**src/rtl/i2c_master_wr.sv**
```systemverilog
// I2C master write engine: START, 7-bit address + W, a streamed burst of data bytes, STOP.
// Open-drain outputs are low-enables; every ACK is checked and a NACK aborts to STOP.
module i2c_master_wr #(
    parameter int CLK_DIV = 250,
    parameter int LEN_W   = 8
) (
    input  logic             clk,
    input  logic             rst,
    input  logic             start,
    input  logic [6:0]       slave_addr,
    input  logic [LEN_W-1:0] byte_len,
    input  logic [7:0]       tx_data,
    input  logic             tx_valid,
    output logic             tx_ready,
    input  logic             sda_i,
    output logic             sda_oe,
    output logic             scl_oe,
    output logic             busy,
    output logic             done,
    output logic             nack
);

    localparam int DIV_W = (CLK_DIV > 2) ? $clog2(CLK_DIV) : 1;

    typedef enum logic [2:0] {
        S_IDLE,
        S_START,
        S_ADDR,
        S_ACK,
        S_WAIT,
        S_DATA,
        S_STOP
    } state_t;

    state_t             state_q, state_d;
    logic [DIV_W-1:0]   div_q, div_d;
    logic [1:0]         qtr_q, qtr_d;
    logic [2:0]         bit_q, bit_d;
    logic [7:0]         shreg_q, shreg_d;
    logic [LEN_W-1:0]   remaining_q, remaining_d;
    logic               nack_q, nack_d;
    logic               done_q, done_d;
    logic               tick;

    assign tick = (div_q == DIV_W'(CLK_DIV - 1));
    assign busy = (state_q != S_IDLE);
    assign done = done_q;
    assign nack = nack_q;

    always_ff @(posedge clk) begin
        if (rst) begin
            state_q     <= S_IDLE;
            div_q       <= '0;
            qtr_q       <= '0;
            bit_q       <= '0;
            shreg_q     <= '0;
            remaining_q <= '0;
            nack_q      <= 1'b0;
            done_q      <= 1'b0;
        end else begin
            state_q     <= state_d;
            div_q       <= div_d;
            qtr_q       <= qtr_d;
            bit_q       <= bit_d;
            shreg_q     <= shreg_d;
            remaining_q <= remaining_d;
            nack_q      <= nack_d;
            done_q      <= done_d;
        end
    end

    always_comb begin
        state_d     = state_q;
        div_d       = tick ? '0 : div_q + DIV_W'(1);
        qtr_d       = tick ? qtr_q + 2'd1 : qtr_q;
        bit_d       = bit_q;
        shreg_d     = shreg_q;
        remaining_d = remaining_q;
        nack_d      = nack_q;
        done_d      = 1'b0;
        tx_ready    = 1'b0;
        scl_oe      = 1'b0;
        sda_oe      = 1'b0;

        case (state_q)
            S_IDLE: begin
                div_d = '0;
                qtr_d = '0;
                if (start) begin
                    state_d     = S_START;
                    bit_d       = '0;
                    shreg_d     = {slave_addr, 1'b0};
                    remaining_d = byte_len;
                    nack_d      = 1'b0;
                end
            end
            S_START: begin
                sda_oe = qtr_q[1];
                if (tick && qtr_q == 2'd3) begin
                    state_d = S_ADDR;
                    bit_d   = '0;
                end
            end
            S_ADDR, S_DATA: begin
                scl_oe = ~qtr_q[1];
                sda_oe = ~shreg_q[7];
                if (tick && qtr_q == 2'd3) begin
                    if (bit_q == 3'd7) begin
                        state_d = S_ACK;
                    end else begin
                        bit_d   = bit_q + 3'd1;
                        shreg_d = {shreg_q[6:0], 1'b0};
                    end
                end
            end
            S_ACK: begin
                scl_oe = ~qtr_q[1];
                // Slave response is sampled on the edge entering q3, mid SCL-high.
                if (tick && qtr_q == 2'd2 && sda_i) begin
                    nack_d = 1'b1;
                end
                if (tick && qtr_q == 2'd3) begin
                    if (nack_q || remaining_q == '0) begin
                        state_d = S_STOP;
                    end else if (tx_valid) begin
                        tx_ready    = 1'b1;
                        shreg_d     = tx_data;
                        remaining_d = remaining_q - LEN_W'(1);
                        bit_d       = '0;
                        state_d     = S_DATA;
                    end else begin
                        state_d = S_WAIT;
                    end
                end
            end
            S_WAIT: begin
                scl_oe = 1'b1;
                sda_oe = 1'b1;
                div_d  = '0;
                qtr_d  = '0;
                if (tx_valid) begin
                    tx_ready    = 1'b1;
                    shreg_d     = tx_data;
                    remaining_d = remaining_q - LEN_W'(1);
                    bit_d       = '0;
                    state_d     = S_DATA;
                end
            end
            S_STOP: begin
                scl_oe = (qtr_q == 2'd0);
                sda_oe = ~qtr_q[1];
                if (tick && qtr_q == 2'd3) begin
                    state_d = S_IDLE;
                    done_d  = 1'b1;
                end
            end
            default: begin
                state_d = S_IDLE;
            end
        endcase
    end

endmodule

```
**config.mk**
```make
export PLATFORM = sky130hd
export DESIGN_NAME = i2c_master_wr
export DESIGN_NICKNAME = d
export VERILOG_FILES = /design/src/rtl/i2c_master_wr.sv
export SDC_FILE = /design/constraint.sdc
export NUM_CORES = 1
export LEC_CHECK = 0
export CAP_MARGIN = 25
export CORE_ASPECT_RATIO = 1.75
export CORE_MARGIN = 4
export CORE_UTILIZATION = 59
export DETAILED_ROUTE_END_ITERATION = 7
export PLACE_DENSITY = 0.84
export SETUP_SLACK_MARGIN = 0.2
export SLEW_MARGIN = 20
export SYNTH_ARGS = -nofsm -noshare
export SYNTH_HDL_FRONTEND = slang
export SYNTH_SLANG_ARGS = --single-unit
```
**constraint.sdc**
```tcl
create_clock -name clk -period 5.5 [get_ports clk]
set_input_delay 0.55 -clock clk [delete_from_list [all_inputs] [get_ports clk]]
set_output_delay 0.55 -clock clk [all_outputs]
set_load 0.03 [all_outputs]
```
---- Word level (Yosys, flattened, before mapping) ----
Cells that the tools add are included.
storage, ports and cells
  bits in registers ....................... 34
  bits of input ports ..................... 28
  output and inout port bits .............. 6
  word-level logic and storage cells ...... 96
cells by class
  add/subtract/negate cells ............... 4
  equality and inequality tests ........... 20
  muxes and demuxes ....................... 39
  bitwise gates (word level) .............. 3
  reductions and logical operators ........ 22
operator list
  cell                                               number
  2-to-1 mux 8 bit                                   10
  2-to-1 mux 3 bit                                   13
  one-hot mux 8 bit (4 select lines)                 1
  one-hot mux 8 bit (3 select lines)                 1
  != test 2 bit (second input constant)              10
  one-hot mux 3 bit (6 select lines)                 1
  one-hot mux 3 bit (5 select lines)                 1
  AND reduction 7 bit                                2
  == test 3 bit (second input constant)              4
  adder 8 x 1 -> 8 bit (second input constant)       1
  == test 8 bit (second input constant)              1
  logical NOT 8 bit                                  1
  subtractor 8 x 1 -> 8 bit (second input constant)  1
  2-to-1 mux 1 bit                                   7
  == test 3 x 2 -> 1 bit (second input constant)     2
  AND reduction 6 bit                                1
  nonzero test 3 bit                                 2
  OR reduction 3 bit                                 2
  nonzero test 5 bit                                 1
  == test 2 bit (second input constant)              2
  one-hot mux 1 bit (2 select lines)                 2
  one-hot mux 1 bit (4 select lines)                 1
  AND reduction 4 bit                                1
  nonzero test 4 bit                                 1
  other kinds (14)                                   19

---- Longest topological paths before layout ----
  word-level depth ........................ 5
  depth in mapped cells ................... 8
  gate-level depth less buffers ........... 7

---- Least setup slack after synthesis ----
Ideal clock, no wire load.
  kind .................................... flip-flop to output port
  start point ............................. reg div_q[0]
  end point ............................... out tx_ready
  arrival ................................. 1.873 ns
  data required time ...................... 4.950 ns
  path slack .............................. 3.077 ns
  stages on the path, launching flop included .. 6
  path buffers ............................ 0
  cell sequence ........................... dfxtp_1 > ha_1 > nand4b_1 > nor4_4 > nand3_1 > a21boi_0
between the ends
  longest elaborated chain between the ends .. 4
RTL lines
  element                             line  source
  from (decl)                         36    logic [DIV_W-1:0] div_q, div_d;
  from (signal assigned)              62    div_q <= div_d;
  == test 8 bit                       45    assign tick = (div_q == DIV_W'(CLK_DIV - 1));
  logical AND 1 bit                   122   if (tick && qtr_q == 2'd3) begin
  2-to-1 mux 1 bit                    122
  one-hot mux 1 bit (2 select lines)  85    case (state_q)
  to (decl)                           14    output logic tx_ready,
Every way passes these cells.

---- Worst setup path after layout ----
  start point ............................. reg state_q[1]
  end point ............................... out tx_ready
between the ends
  longest elaborated chain between the ends .. 2
  elaborated cells between the ends (all ways) .. 3
  those cells by class .................... 2 x eq/ne; 1 x mux
RTL lines
  element                                                         line  source
  from (decl)                                                     35    state_t state_q, state_d;
  from (signal assigned)                                          61    state_q <= state_d;
  == test 3 bit / == test 3 x 2 -> 1 bit (equally long branches)  85
  one-hot mux 1 bit (2 select lines) (*)                          85
Every way passes the cells marked *; elsewhere a longest branch is shown, timed or not.

==> results.md <==
- Post-layout min period: approximately 3.6 ns
- Mapped Nets: 325
- First-pass GRT wire length: a little over 10 mm
- Die Area: just over 5000 µm²
- Arrival @ worst endpoint: 3.03 ns
- Cts repair resizes: 0
- GRT Total Usage: 0.247
- Period utilisation layout: 0.652
- Fmax: between 0.2 and 0.3 GHz
- Non-Filler Instances: about 360
- Worst r2r dst: remaining_q[1]
- Pin count of the biggest net entering global routing: 29
- Pre-CTS WS: 2.26 ns
- Final WL: roughly 6 mm
- Reg clk slew, reported paths: about 0.07 ns
- CTS buffer count: 5
- H-tree levels: 2
- Die Y: roughly 90 µm
- Post-synth EDFFs: 0
- Avg Synthesized Cell Area: about 8 µm²
- Yosys top cell by area: dfxtp_1
- Critical path data required time: between 4 and 5 ns
- R2r startpoint: state_q[1]
- Final Worst Setup Slack: roughly 1.9 ns
- Final Hold Viols: 0
- Initial Util: 0.606
- Top-area cell type share of the netlist area: 0.291
- Relative slew margins: 0.347
- DP HPWL: roughly 4.4 mm
- GPL Wtd Cong: 0.884
- Main flop type after synthesis: dfxtp_1
- Port Buffers: 33
- Routed wire per std cell: ~17 µm
- Placed Instances: 352
- Clock Tree Buf Depth: 2
- CP Class: register to output pin
- # setup viols final: 0
- Mapped Cells: 288
- # Max-Cap Violations: 0
- Post-CTS repair timing setup buffer count: 0
- Outcome: finished clean
- Die width: between 50 and 60 µm
- CP Launch Type: register
- Initial antenna violation count: 0
- Row count: 30
- Initial DRC count: around 130
- Final Max Tran Viols: 0
- Asr flop ratio synth: 0
- Hold Crit Start: bit_q[2]
- Worst Hold Class: register to register
- Max stage delay on crit path: 0.85 ns
- CORE AREA: 3870 µm²
- Layout Nets: approximately 350
- Post-synthesis sequential area ratio: 0.291
- Root Driver: clkbuf_8
- Max IR drop VDD: between 200 and 250 µV
- Sum Neg Setup Slack: 0 ns
- Area Growth Syn to Fin: 18.3%
- Final core utilization: 0.716
- DRC Markers: 0
- Crit-path cells: inv_1, nor4_4, nand3_1, a21boi_0, clkdlybuf4s50_1
- Worst Path Max Fanout: 26
- Syn. warnings: 0
- Leak: approximately 0.99 nW
- Power Density: ~290 nW/µm²
- Post-place instance area: roughly 2700 µm²
- R2R Setup Slk: between 2 and 3 ns
- Vias/cell: around 6.6
- Worst-case reg-to-reg path depth: 5
- Worst-Skew Late Latency: just under 0.3 ns
- Mapped Area: around 2300 µm²
- RSZ-0062 raised after global routing: no
- Slew @ Worst Pin: roughly 0.97 ns
- Aggregate global routing overflow: 0
- Hold-fix buffers, CTS: 0
- Yosys cell types: 57
- Top Ports: 34
- Antenna Violating Nets Remaining: 0
- Diode count: 0
- Drt pass-1 iters: 5
- CP max-delay cell: dfxtp_1
- Fin area: about 2800 µm²
- Vias in the first global route: around 2200
- CTS sink count: 34
- Final Skew: approximately 0.0051 ns
- Vias: about 2400
- Setup crit end kind: output pin
- Layout cells sized above 1: 0.0799
- CTS tree: yes
- Critical path capture point: tx_ready
- Number of synthesized register bits: 34
- Top cells by area, synth: dfxtp_1 29%, ha_1 4.8%, o221ai_1 4.5%, nand2_1 3.7%, a21oi_1 3.6%
- Critical path launch point: state_q[1]
## synth_stat cells, drive strengths merged (2+ instances only)
library cell,count
and2,2
nand3,8
buf,11
a21o,4
a21boi,2
nand4,12
xor2,2
nor2b,4
and3,2
a22o,2
o22ai,3
xnor2,4
nand2b,6
inv,16
a221oi,7
a41o,2
clkbuf,7
nand2,23
nor3,8
o311ai,8
dfxtp,34
or3,5
o221ai,12
o311a,2
a41oi,2
a21oi,17
o31ai,3
a211oi,4
nor4,3
o211ai,4
o21ai,16
nor2,24
ha,9
a31oi,3
mux2i,5
## cell usage in the layout (no fill, tap or decap), types with 3 or more instances in the layout
cell type        instances
dfxtp_1                 34
clkdlybuf4s50_1         33
nand2_1                 23
nor2_1                  22
a21oi_1                 17
inv_1                   16
o21ai_0                 13
nand4_1                 12
o221ai_1                12
ha_1                     9
nand3_1                  8
o311ai_0                 8
clkbuf_8                 8
a221oi_1                 7
nand2b_1                 6
nor3_1                   6
or3_1                    5
mux2i_1                  5
nor2b_1                  4
xnor2_1                  4
a211oi_1                 4
o22ai_1                  3
o21ai_1                  3
o211ai_1                 3
o31ai_1                  3
a21o_1                   3
## state kept, by name, indices dropped and copies added, names as in the netlist
register,cells
done,1
remaining_q,8
shreg_q,8
state_q,3
nack,1
bit_q,3
qtr_q,2
div_q,8
## worst min path at each step
| stage | end | slack [ns] | cells past startpoint |
|---|---|---|---|
| 6_report | bit_q[2] | 0.47 | 2 |
| 3_3_place_gp | div_q[0] | 0.44 | 1 |
| 3_5_place_dp | div_q[0] | 0.45 | 1 |
| 2_1_floorplan | div_q[0] | 0.43 | 1 |
| 5_1_grt | div_q[0] | 0.50 | 1 |
| 4_1_cts | div_q[0] | 0.47 | 1 |
## power by group
group	total (W)	switching, W	internal [W]
combinational	0.000276	0.000163	0.000113
clock	0.000217	0.0000909	0.000126
sequential	0.000306	0.0000341	0.000271
## layer usage
layer	wire length (µm)	vias to the layer above	track usage
li1	-	1150	-
met1	2280	1101	0.254
met2	3300	96	0.449
met3	363	26	0.0569
met4	226	0	0.134
met5	0	-	0
## metrics by stage
| step | hold WS [ns] | total power, W |
|---|---|---|
| finish | 0.470 | 0.000799 |
| global route | 0.499 | 0.000841 |
| detailed placement | 0.455 | 0.000580 |
| floorplan | 0.430 | 0.000500 |
| global placement | 0.439 | 0.000575 |
| CTS | 0.471 | 0.000796 |
## cell families (layout without fill, tap and decap cells)
family / count (synthesis) / in the layout / synth area share
AND/OR/NAND/NOR: 104 / 104 / 0.242
AO/OA/AOI/OAI: 96 / 96 / 0.312
flip-flops: 34 / 34 / 0.291
buffers and inverters: 34 / 59 / 0.0631
adder cells (fa/ha/maj): 9 / 9 / 0.0481
XOR/XNOR: 6 / 6 / 0.0224
multiplexers: 5 / 5 / 0.0214
## cell type report
cell class	count	area, µm²
Clock buffer	8	110
Fill cell	320	1100
Inverter	16	60.1
Multi-Input combinational cell	220	1510
Sequential cell	34	681
Tap cell	48	60.1
Timing Repair Buffer	35	345
## worst max-delay path, delay by kind of cell, from the launching register on
family | cells | cell delay (ns)
compound gates | 1 | 0.20
simple gates | 2 | 0.61
flops | 1 | 0.85
buf+inv | 2 | 1.09
(Power assumes the default switching activity.)
